$ cat config.mk
export PLATFORM = sky130hd
export DESIGN_NAME = uart_rx
export DESIGN_NICKNAME = d
export VERILOG_FILES = /design/src/rtl/uart_pkg.sv /design/src/rtl/uart_baud_cnt.sv /design/src/rtl/uart_rx.sv
export SDC_FILE = /design/constraint.sdc
export NUM_CORES = 1
export LEC_CHECK = 0
export ABC_CLOCK_PERIOD_IN_PS = 3900
export BUFFER_PORTS_ARGS = -buffer_cell sky130_fd_sc_hd__buf_4
export CAP_MARGIN = 25
export CORE_ASPECT_RATIO = 1.4
export CORE_UTILIZATION = 55
export CTS_BUF_LIST = sky130_fd_sc_hd__clkbuf_8
export DETAILED_ROUTE_END_ITERATION = 16
export GPL_TIMING_DRIVEN = 0
export PLACE_DENSITY = 0.75
export SYNTH_ARGS = -nofsm -noshare
export SYNTH_HDL_FRONTEND = slang
export SYNTH_SLANG_ARGS = --single-unit
export TNS_END_PERCENT = 1
$ cat constraint.sdc
create_clock -name clk -period 3.9 [get_ports clk]
set_input_delay 0.195 -clock clk [delete_from_list [all_inputs] [get_ports clk]]
set_output_delay 0.195 -clock clk [all_outputs]
set_load 0.1 [all_outputs]
$ cat src/rtl/uart_pkg.sv
// Shared definitions for the UART transmitter/receiver pair: FSM state encoding,
// parity mode codes and line-timing helpers.
package uart_pkg;

    typedef enum logic [2:0] {
        IDLE  = 3'd0,
        START = 3'd1,
        DATA  = 3'd2,
        PAR   = 3'd3,
        STOP  = 3'd4
    } uart_state_t;

    localparam logic [1:0] PAR_NONE = 2'd0;
    localparam logic [1:0] PAR_ODD  = 2'd1;
    localparam logic [1:0] PAR_EVEN = 2'd2;

    function automatic int clks_per_bit(input int clk_freq, input int baud);
        return clk_freq / baud;
    endfunction

    // data_xor is the XOR-reduction of the data bits; returns 1 on a mismatch
    function automatic logic parity_bad(input logic data_xor, input logic par_bit,
                                        input logic [1:0] mode);
        logic bad_s;
        case (mode)
            PAR_ODD:  bad_s = ~(data_xor ^ par_bit);
            PAR_EVEN: bad_s = data_xor ^ par_bit;
            default:  bad_s = 1'b0;
        endcase
        return bad_s;
    endfunction

endpackage

$ cat src/rtl/uart_baud_cnt.sv
// Bit-period counter: wraps every CPB cycles, or every CPB/2 cycles while 'half'
// is set (start-bit centring). 'load' holds it at zero.
module uart_baud_cnt
    import uart_pkg::*;
#(
    parameter int CLK_FREQ  = 50_000_000,
    parameter int BAUD_RATE = 9600
) (
    input  logic clk,
    input  logic rst,
    input  logic load,
    input  logic half,
    output logic tick
);

    localparam int CPB = clks_per_bit(CLK_FREQ, BAUD_RATE);
    localparam int CW  = (CPB > 1) ? $clog2(CPB) : 1;
    localparam logic [CW-1:0] FULL_TERM = CW'(CPB - 1);
    localparam logic [CW-1:0] HALF_TERM = CW'(CPB / 2 - 1);

    logic [CW-1:0] cnt_r;
    logic [CW-1:0] term_s;

    // Terminal count select and wrap decode
    always_comb begin
        term_s = FULL_TERM;
        if (half) begin
            term_s = HALF_TERM;
        end else begin
            term_s = FULL_TERM;
        end
        tick = (cnt_r == term_s);
    end

    // Free-running count, cleared on load or on wrap
    always_ff @(posedge clk or posedge rst) begin
        if (rst) begin
            cnt_r <= {CW{1'b0}};
        end else if (load || tick) begin
            cnt_r <= {CW{1'b0}};
        end else begin
            cnt_r <= cnt_r + 1'b1;
        end
    end

endmodule

$ cat src/rtl/uart_rx.sv
// UART receiver: synchronises rx, samples each bit at mid-bit and commits the frame
// into a single holding register with valid/read handshake and error flags.
module uart_rx
    import uart_pkg::*;
#(
    parameter int DATA_WIDTH = 8,
    parameter int CLK_FREQ   = 50_000_000,
    parameter int BAUD_RATE  = 9600,
    parameter int STOP_BIT   = 1,
    parameter int PARITY     = 0
) (
    input  logic                  clk,
    input  logic                  rst,
    input  logic                  rx,
    input  logic                  rd_en,
    output logic [DATA_WIDTH-1:0] dout,
    output logic                  rx_valid,
    output logic                  rx_done,
    output logic                  parity_err,
    output logic                  frame_err,
    output logic                  overrun
);

    localparam int BW = (DATA_WIDTH > 1) ? $clog2(DATA_WIDTH) : 1;
    localparam logic [BW-1:0] LAST_BIT  = BW'(DATA_WIDTH - 1);
    localparam logic          LAST_STOP = 1'(STOP_BIT - 1);
    localparam logic [1:0]    PAR_MODE  = 2'(PARITY);

    logic [1:0]            sync_r;
    logic                  rx_s;
    uart_state_t           state_r;
    logic [DATA_WIDTH-1:0] shift_r;
    logic [BW-1:0]         bit_cnt_r;
    logic                  stop_cnt_r;
    logic                  par_err_r;
    logic                  frm_err_r;
    logic                  tick_s;

    // Two-flop synchroniser, idles high so reset never looks like a start bit
    always_ff @(posedge clk or posedge rst) begin
        if (rst) begin
            sync_r <= 2'b11;
        end else begin
            sync_r <= {sync_r[0], rx};
        end
    end

    assign rx_s = sync_r[1];

    uart_baud_cnt #(
        .CLK_FREQ  (CLK_FREQ),
        .BAUD_RATE (BAUD_RATE)
    ) u_baud (
        .clk  (clk),
        .rst  (rst),
        .load (state_r == IDLE),
        .half (state_r == START),
        .tick (tick_s)
    );

    // Frame FSM with the holding register and flags
    always_ff @(posedge clk or posedge rst) begin
        if (rst) begin
            state_r    <= IDLE;
            shift_r    <= {DATA_WIDTH{1'b0}};
            bit_cnt_r  <= {BW{1'b0}};
            stop_cnt_r <= 1'b0;
            par_err_r  <= 1'b0;
            frm_err_r  <= 1'b0;
            dout       <= {DATA_WIDTH{1'b0}};
            rx_valid   <= 1'b0;
            rx_done    <= 1'b0;
            parity_err <= 1'b0;
            frame_err  <= 1'b0;
            overrun    <= 1'b0;
        end else begin
            rx_done <= 1'b0;
            if (rd_en && rx_valid) begin
                rx_valid <= 1'b0;
            end else begin
                rx_valid <= rx_valid;
            end

            case (state_r)
                IDLE: begin
                    bit_cnt_r  <= {BW{1'b0}};
                    stop_cnt_r <= 1'b0;
                    par_err_r  <= 1'b0;
                    frm_err_r  <= 1'b0;
                    if (!rx_s) begin
                        state_r <= START;
                    end else begin
                        state_r <= IDLE;
                    end
                end
                START: begin
                    if (tick_s) begin
                        // A start bit that is high again at mid-bit was a glitch
                        state_r <= rx_s ? IDLE : DATA;
                    end else begin
                        state_r <= START;
                    end
                end
                DATA: begin
                    if (tick_s) begin
                        shift_r <= {rx_s, shift_r[DATA_WIDTH-1:1]};
                        if (bit_cnt_r == LAST_BIT) begin
                            bit_cnt_r <= {BW{1'b0}};
                            state_r   <= (PAR_MODE != PAR_NONE) ? PAR : STOP;
                        end else begin
                            bit_cnt_r <= bit_cnt_r + 1'b1;
                        end
                    end else begin
                        state_r <= DATA;
                    end
                end
                PAR: begin
                    if (tick_s) begin
                        par_err_r <= parity_bad(^shift_r, rx_s, PAR_MODE);
                        state_r   <= STOP;
                    end else begin
                        state_r <= PAR;
                    end
                end
                STOP: begin
                    if (tick_s) begin
                        if (stop_cnt_r == LAST_STOP) begin
                            dout       <= shift_r;
                            rx_done    <= 1'b1;
                            rx_valid   <= 1'b1;
                            parity_err <= par_err_r;
                            frame_err  <= frm_err_r | ~rx_s;
                            overrun    <= rx_valid & ~rd_en;
                            state_r    <= IDLE;
                        end else begin
                            stop_cnt_r <= stop_cnt_r + 1'b1;
                            frm_err_r  <= frm_err_r | ~rx_s;
                        end
                    end else begin
                        state_r <= STOP;
                    end
                end
                default: begin
                    state_r <= IDLE;
                end
            endcase
        end
    end

endmodule
; Word level (Yosys, flattened, before mapping)
; Cells that the tools add are included.
[op_classes]
n_addsub = 3
eq_ne = 12
n_mux = 29
n_bitwise = 5
n_reduce_logical = 13
[ops]
columns = operator, count
row1 = two-way mux 13 bit, 2
row2 = two-way mux 3 bit, 7
row3 = case mux 3 bit (5 select lines), 1
row4 = "adder 13 x 1 -> 13 bit, second input constant", 1
row5 = == test 13 bit, 1
row6 = two-way mux 1 bit, 13
row7 = AND reduction 2 bit, 5
row8 = "== test 3 x 2 -> 1 bit, second input constant", 2
row9 = "== test 3 bit, second input constant", 2
row10 = "!= test 2 x 1 -> 1 bit, second input constant", 3
row11 = "!= test 3 bit, second input constant", 2
row12 = case mux 1 bit (2 select lines), 3
row13 = case mux 3 bit (2 select lines), 1
row14 = AND reduction 3 bit, 2
row15 = nonzero test 2 bit, 3
row16 = two-way mux 2 bit, 2
row17 = "adder 3 x 1 -> 3 bit, second input constant", 1
row18 = "== test 3 x 1 -> 1 bit, second input constant", 1
row19 = zero test 3 bit, 1
row20 = NOT 1 bit, 3
row21 = "!= test 2 bit, second input constant", 1
row22 = "adder 1 bit, second input constant", 1
row23 = AND 1 bit, 1
row24 = logical AND 1 bit, 1
row25 = 2 further kinds, 2
[word_totals]
ff_bits = 45
inputBits = 4
output_inout_bits = 13
word_cells = 76

; Logic depth before layout (Yosys ltp)
[depth]
depth_word = 5
mapped_depth = 7
depth_no_buf = 6

; Modules after synthesis
; Synthesis repeated with hierarchy kept, for this count alone.
[unflattened]
cells_unflattened = 155
hier_area_um2 = 1925.6
[modules_own_cells]
columns = module, n_inst, cells_each, area_per_inst_um2, seq_area_each_um2
row1 = uart_rx, 1, 86, 1178.6, 728.2
row2 = uart_baud_cnt, 1, 69, 747.0, 325.3

; Least setup slack after synthesis
; OpenSTA, ideal clock, no wires.
[synth_timing]
path_kind = register to register
start = reg u_baud.cnt_r[10]
end = reg bit_cnt_r[2]
setup_time_ps = 125
arrival_time_ps = 1561
required_time_ps = 3775
path_slack_ps = 2215
stages_incl_launch_ff = 6
path_buffers = 0
synth_period_minus_slack_ps = 1685
cell_sequence = dfrtp_1 -> a211oi_2 -> nand2_1 -> nand3b_4 -> nor3_4 -> mux2_2
[synth_between]
elab_chain_cells = 3
[synth_rtl]
columns = element, line_no
row1 = "start, declared", uart_baud_cnt.sv:21  ; logic [CW-1:0] cnt_r;
row2 = "start signal, assigned", uart_baud_cnt.sv:38  ; cnt_r <= {CW{1'b0}};
row3 = "start signal, assigned", uart_baud_cnt.sv:40  ; cnt_r <= {CW{1'b0}};
row4 = "start signal, assigned", uart_baud_cnt.sv:42  ; cnt_r <= cnt_r + 1'b1;
row5 = == test 13 bit, uart_baud_cnt.sv:32  ; tick = (cnt_r == term_s);
row6 = != test 2 x 1 -> 1 bit (no line), --
row7 = AND reduction 2 bit (no line), --
row8 = "end signal, assigned", uart_rx.sv:66  ; bit_cnt_r <= {BW{1'b0}};
row9 = "end signal, assigned", uart_rx.sv:86  ; bit_cnt_r <= {BW{1'b0}};
row10 = "end signal, assigned", uart_rx.sv:108  ; bit_cnt_r <= {BW{1'b0}};
row11 = "end, declared", uart_rx.sv:33  ; logic [BW-1:0] bit_cnt_r;
; No other way between the ends.
; A chain may end at the register's enable or synchronous reset.

; Final worst setup path
; Ends and elaborated chain as after synthesis.

==> out/results.txt <==
The first-pass GRT wire length was 5250 um; the leakage power total was 1.10 nW. 17 I/O pins were placed. For the final routed database, the setup TNS stands at 0 ps. The async set-or-reset flop fraction in the synthesized netlist was 1.00.

After clock tree synthesis, the clock-pin slew on the worst setup and hold paths is 80 ps. Residual DRC count: 0. TritonCTS built the clock tree. The logs give 150 uW for the switching power summed over all nets and 2120 um for the final HPWL from detailed placement. From synthesis to final layout, the design area changed by 14.4%.

The detail-routed via count per cell came out at 5.36. At the placement stage, the worst setup path has a slack of 1950 ps. Entering global routing, the biggest net connects 43 pins. The cell count after synthesis came out at 151.

The width of the chip is 51.1 um. The post-synthesis cell type count was 36; the maximum resistive drop on vdd was 294 uV. The H-tree was split into 2 levels. The number of gates resized after CTS was 0.

The area share of the largest cell type after synthesis came out at 0.539. The logs give 4 for the length of the first detailed-routing pass in iterations and 180 for the post-layout net count. The number of hold buffers added after CTS was 0; the antenna diode count was 0. After layout, the worst setup slack is 1950 ps. The tree is rooted in a clkbuf_8. During synthesis, Yosys emitted a total of 0 warnings. Part of the power in registers: 0.564. The area of the core is 3150 um2.

The worst setup path is launched from a flop. The share of final-layout standard cells stronger than drive strength 1 was 0.310. The die is 70.8 um tall. Summing all placed instances gives a cell area of 2020 um2. The clock net sink count was 42. In this run, synthesis produced a sequential element count of 42. In this run the critical register-to-register path is launched from u_baud.cnt_r[10]. The relative slew slack was 0.434. The combinational group share of total power was 0.020; the count of antenna-violating nets left after detailed routing was 0. The library cell used most frequently in the layout, excluding fill and tap cells, is dfrtp_1. For the worst setup path, the data arrival time is 2120 ps. Kind of cell adding the most delay to the critical path: simple AND/OR/NAND/NOR gates.

The number of nets handed over by synthesis was 158. The logs give 626 uW for the internal power summed over all cells and 777 uW for the total design power. Traced cell by cell, the critical path runs through a211oi_2, nand2_1, nand3b_4, nor3_4, mux2_2. For the number of fill cells in the layout, the log shows 261.

The critical path contains buffers and inverters numbering 0 combined. Clock skew: 6.73 ps. The area of the die was 3620 um2. The tools report the kind of end point of the critical path as a flop.

The switching share of power was 0.194. In this run the worst hold path is classified as in -> reg. Setup repair after global routing left no endpoint under its margin. Tracing the worst setup path back leads to its startpoint at u_baud.cnt_r[10]. The initial antenna violation count is 0, and the maximum frequency from static timing analysis is 512 MHz. The run gives 0.416 as the fraction of power consumed by the clock network. Via count of the first global-routing pass: 1163. For the pin with the worst max-slew slack, the measured transition is 848 ps. Of all nets on the critical path, the largest fanout is 9. Dividing the detail-routed wire length by the instance count gives 14.0 um. For the count of routing violations after the opening detailed-route iteration, the log shows 9. The smallest clock period supported by the final layout is computed as 1950 ps.

Across the run, the number of max-cap violations was 0. The mean instance size in the synthesized netlist works out to 12.3 um2. The critical path data required time is 4070 ps. The port buffer count was 15.

The logs give 0.198 for the all-layer global routing usage and 0.567 for the fraction of the yosys area taken by sequential cells. The tools report the aggregate global routing overflow as 0. The top cell types in the final layout, fill and taps aside, are dfrtp_1 (40), nor2_1 (20), buf_4 (18).

In this run the most critical hold path is launched from rx. The number of failing hold endpoints at the final stage came out at 0. For the total standard cell area after synthesis, the log shows 1860 um2. The detailed router placed 1141 vias in this run. The post-route clock period utilization came out at 0.501.

The run finished with clean final reports. Later-pin clock latency in the skew report: 280 ps. Dominant register cell in the synthesized netlist: dfrtp_1.

Clock buffer count from CTS: 5. Summed over all layers, the routed wires come to 2990 um. Sorting the synthesized cells by area gives the leading types as dfrtp_1 (54%), mux2_2 (10%), nor2_1 (4.0%), xor2_1 (3.3%), dfstp_2 (2.8%). On the worst path, the slowest cell contributes a delay of 440 ps.

The maximum buffer depth of the clock tree came out at 2. Routability-driven placement finished with a final weighted congestion of 0.795. The count of flip-flops with a built-in enable after synthesis is 0. The initial core utilization is 0.589. For this design, the slowest cell found on the critical path is dfrtp_1.

In this run the core area contains 24 standard-cell rows. In this run the power density over the cells is 365 nW/um2. The run gives 2130 um2 as the post-route standard cell area excluding fillers.

Of all cell types, the one taking the most synthesized area is dfrtp_1. The final max-slew violation count is 0. The logs give 0 for the number of buffers inserted by post-CTS setup repair and 16.2 ps for the final-layout worst hold slack.

Type of the worst setup path: reg -> reg. Setup violations remaining at the end of the flow were counted as 0.
-- per-stage QoR --
stage,std cells,utilization
after CTS,213,0.674
after floorplan,151,-
final,213,0.674
after global placement,205,0.640
after global routing,213,0.674
after detailed placement,205,0.640
-- cell families (layout without fill, tap and decap cells) --
logic type | count (synthesis) | after routing | synth area share
and+or+nand+nor | 60 | 60 | 0.186
DFF | 42 | 42 | 0.567
muxes | 20 | 20 | 0.121
xor gates and xnor gates | 11 | 11 | 0.0519
AOI/OAI and AO/OA | 7 | 7 | 0.0283
buffers and inverters | 7 | 30 | 0.0242
adders and majority gates | 3 | 3 | 0.0202
other | 1 | 1 | 0.00202
-- cells in the mapped netlist (2+ instances only) --
master,instances
xnor2_1,4
mux2_2,17
inv_1,3
nand4_1,2
nand2_1,8
nand3_1,8
dfrtp_1,40
dfstp_2,2
nor2_1,20
buf_4,3
o21ai_0,3
nor3_1,2
nand2b_1,2
nor2b_1,3
and3_1,2
xor2_1,7
ha_1,3
mux2_1,2
and4bb_2,2
or3b_1,2
-- final timing paths --
kind,end,slack (ps),cells after the start
worst max-delay path,bit_cnt_r[2],1950,5
max in group asynchronous,dout[3],3280,2
worst min-delay path,sync_r[0],20,1
min in group asynchronous,u_baud.cnt_r[8],90,2
worst min register to register,sync_r[1],360,0
worst max register to register,bit_cnt_r[2],1950,5
-- layout make-up --
class                   count  area (um2)  area share
flip-flops and latches     42        1050       0.496
multi-input cells         102         759       0.357
repair buffers             15         113      0.0530
clock buffers               5        68.8      0.0324
well taps                  39        48.8      0.0230
clock inverters             3        37.5      0.0177
plain buffers               4        33.8      0.0159
inverters                   3        11.3     0.00530
-- state kept, by name (all words and copies together) (netlist names) --
signal        cells
overrun           1
state_r           3
rx_valid          1
shift_r           8
u_baud.cnt_r     13
dout              8
sync_r            2
frame_err         1
frm_err_r         1
bit_cnt_r         3
rx_done           1
-- routing by layer --
metal  up-vias  global-route usage  share of wire
li1        556                   -              -
met1       561               0.252           0.43
met2        18               0.319           0.52
met3         6              0.0387          0.025
met4         0              0.0957          0.021
met5         -                   0              0
-- worst reg2reg max path, cell delays in order (launching register included) --
cell      delay (ps)
dfrtp_1          440
a211oi_2         280
nand2_1          130
nand3b_4         200
nor3_4           390
mux2_2           400
-- power by group through the flow --
stage	Combinational (mW)	Clock (mW)	Sequential, mW
after CTS	0.0161	0.333	0.438
after global routing	0.0179	0.345	0.438
after floorplan	0.0115	0	0.446
final	0.0155	0.323	0.438
after detailed placement	0.0163	0	0.446
after global placement	0.0155	0	0.446
No activity file was read; power rests on OpenSTA's default activity.
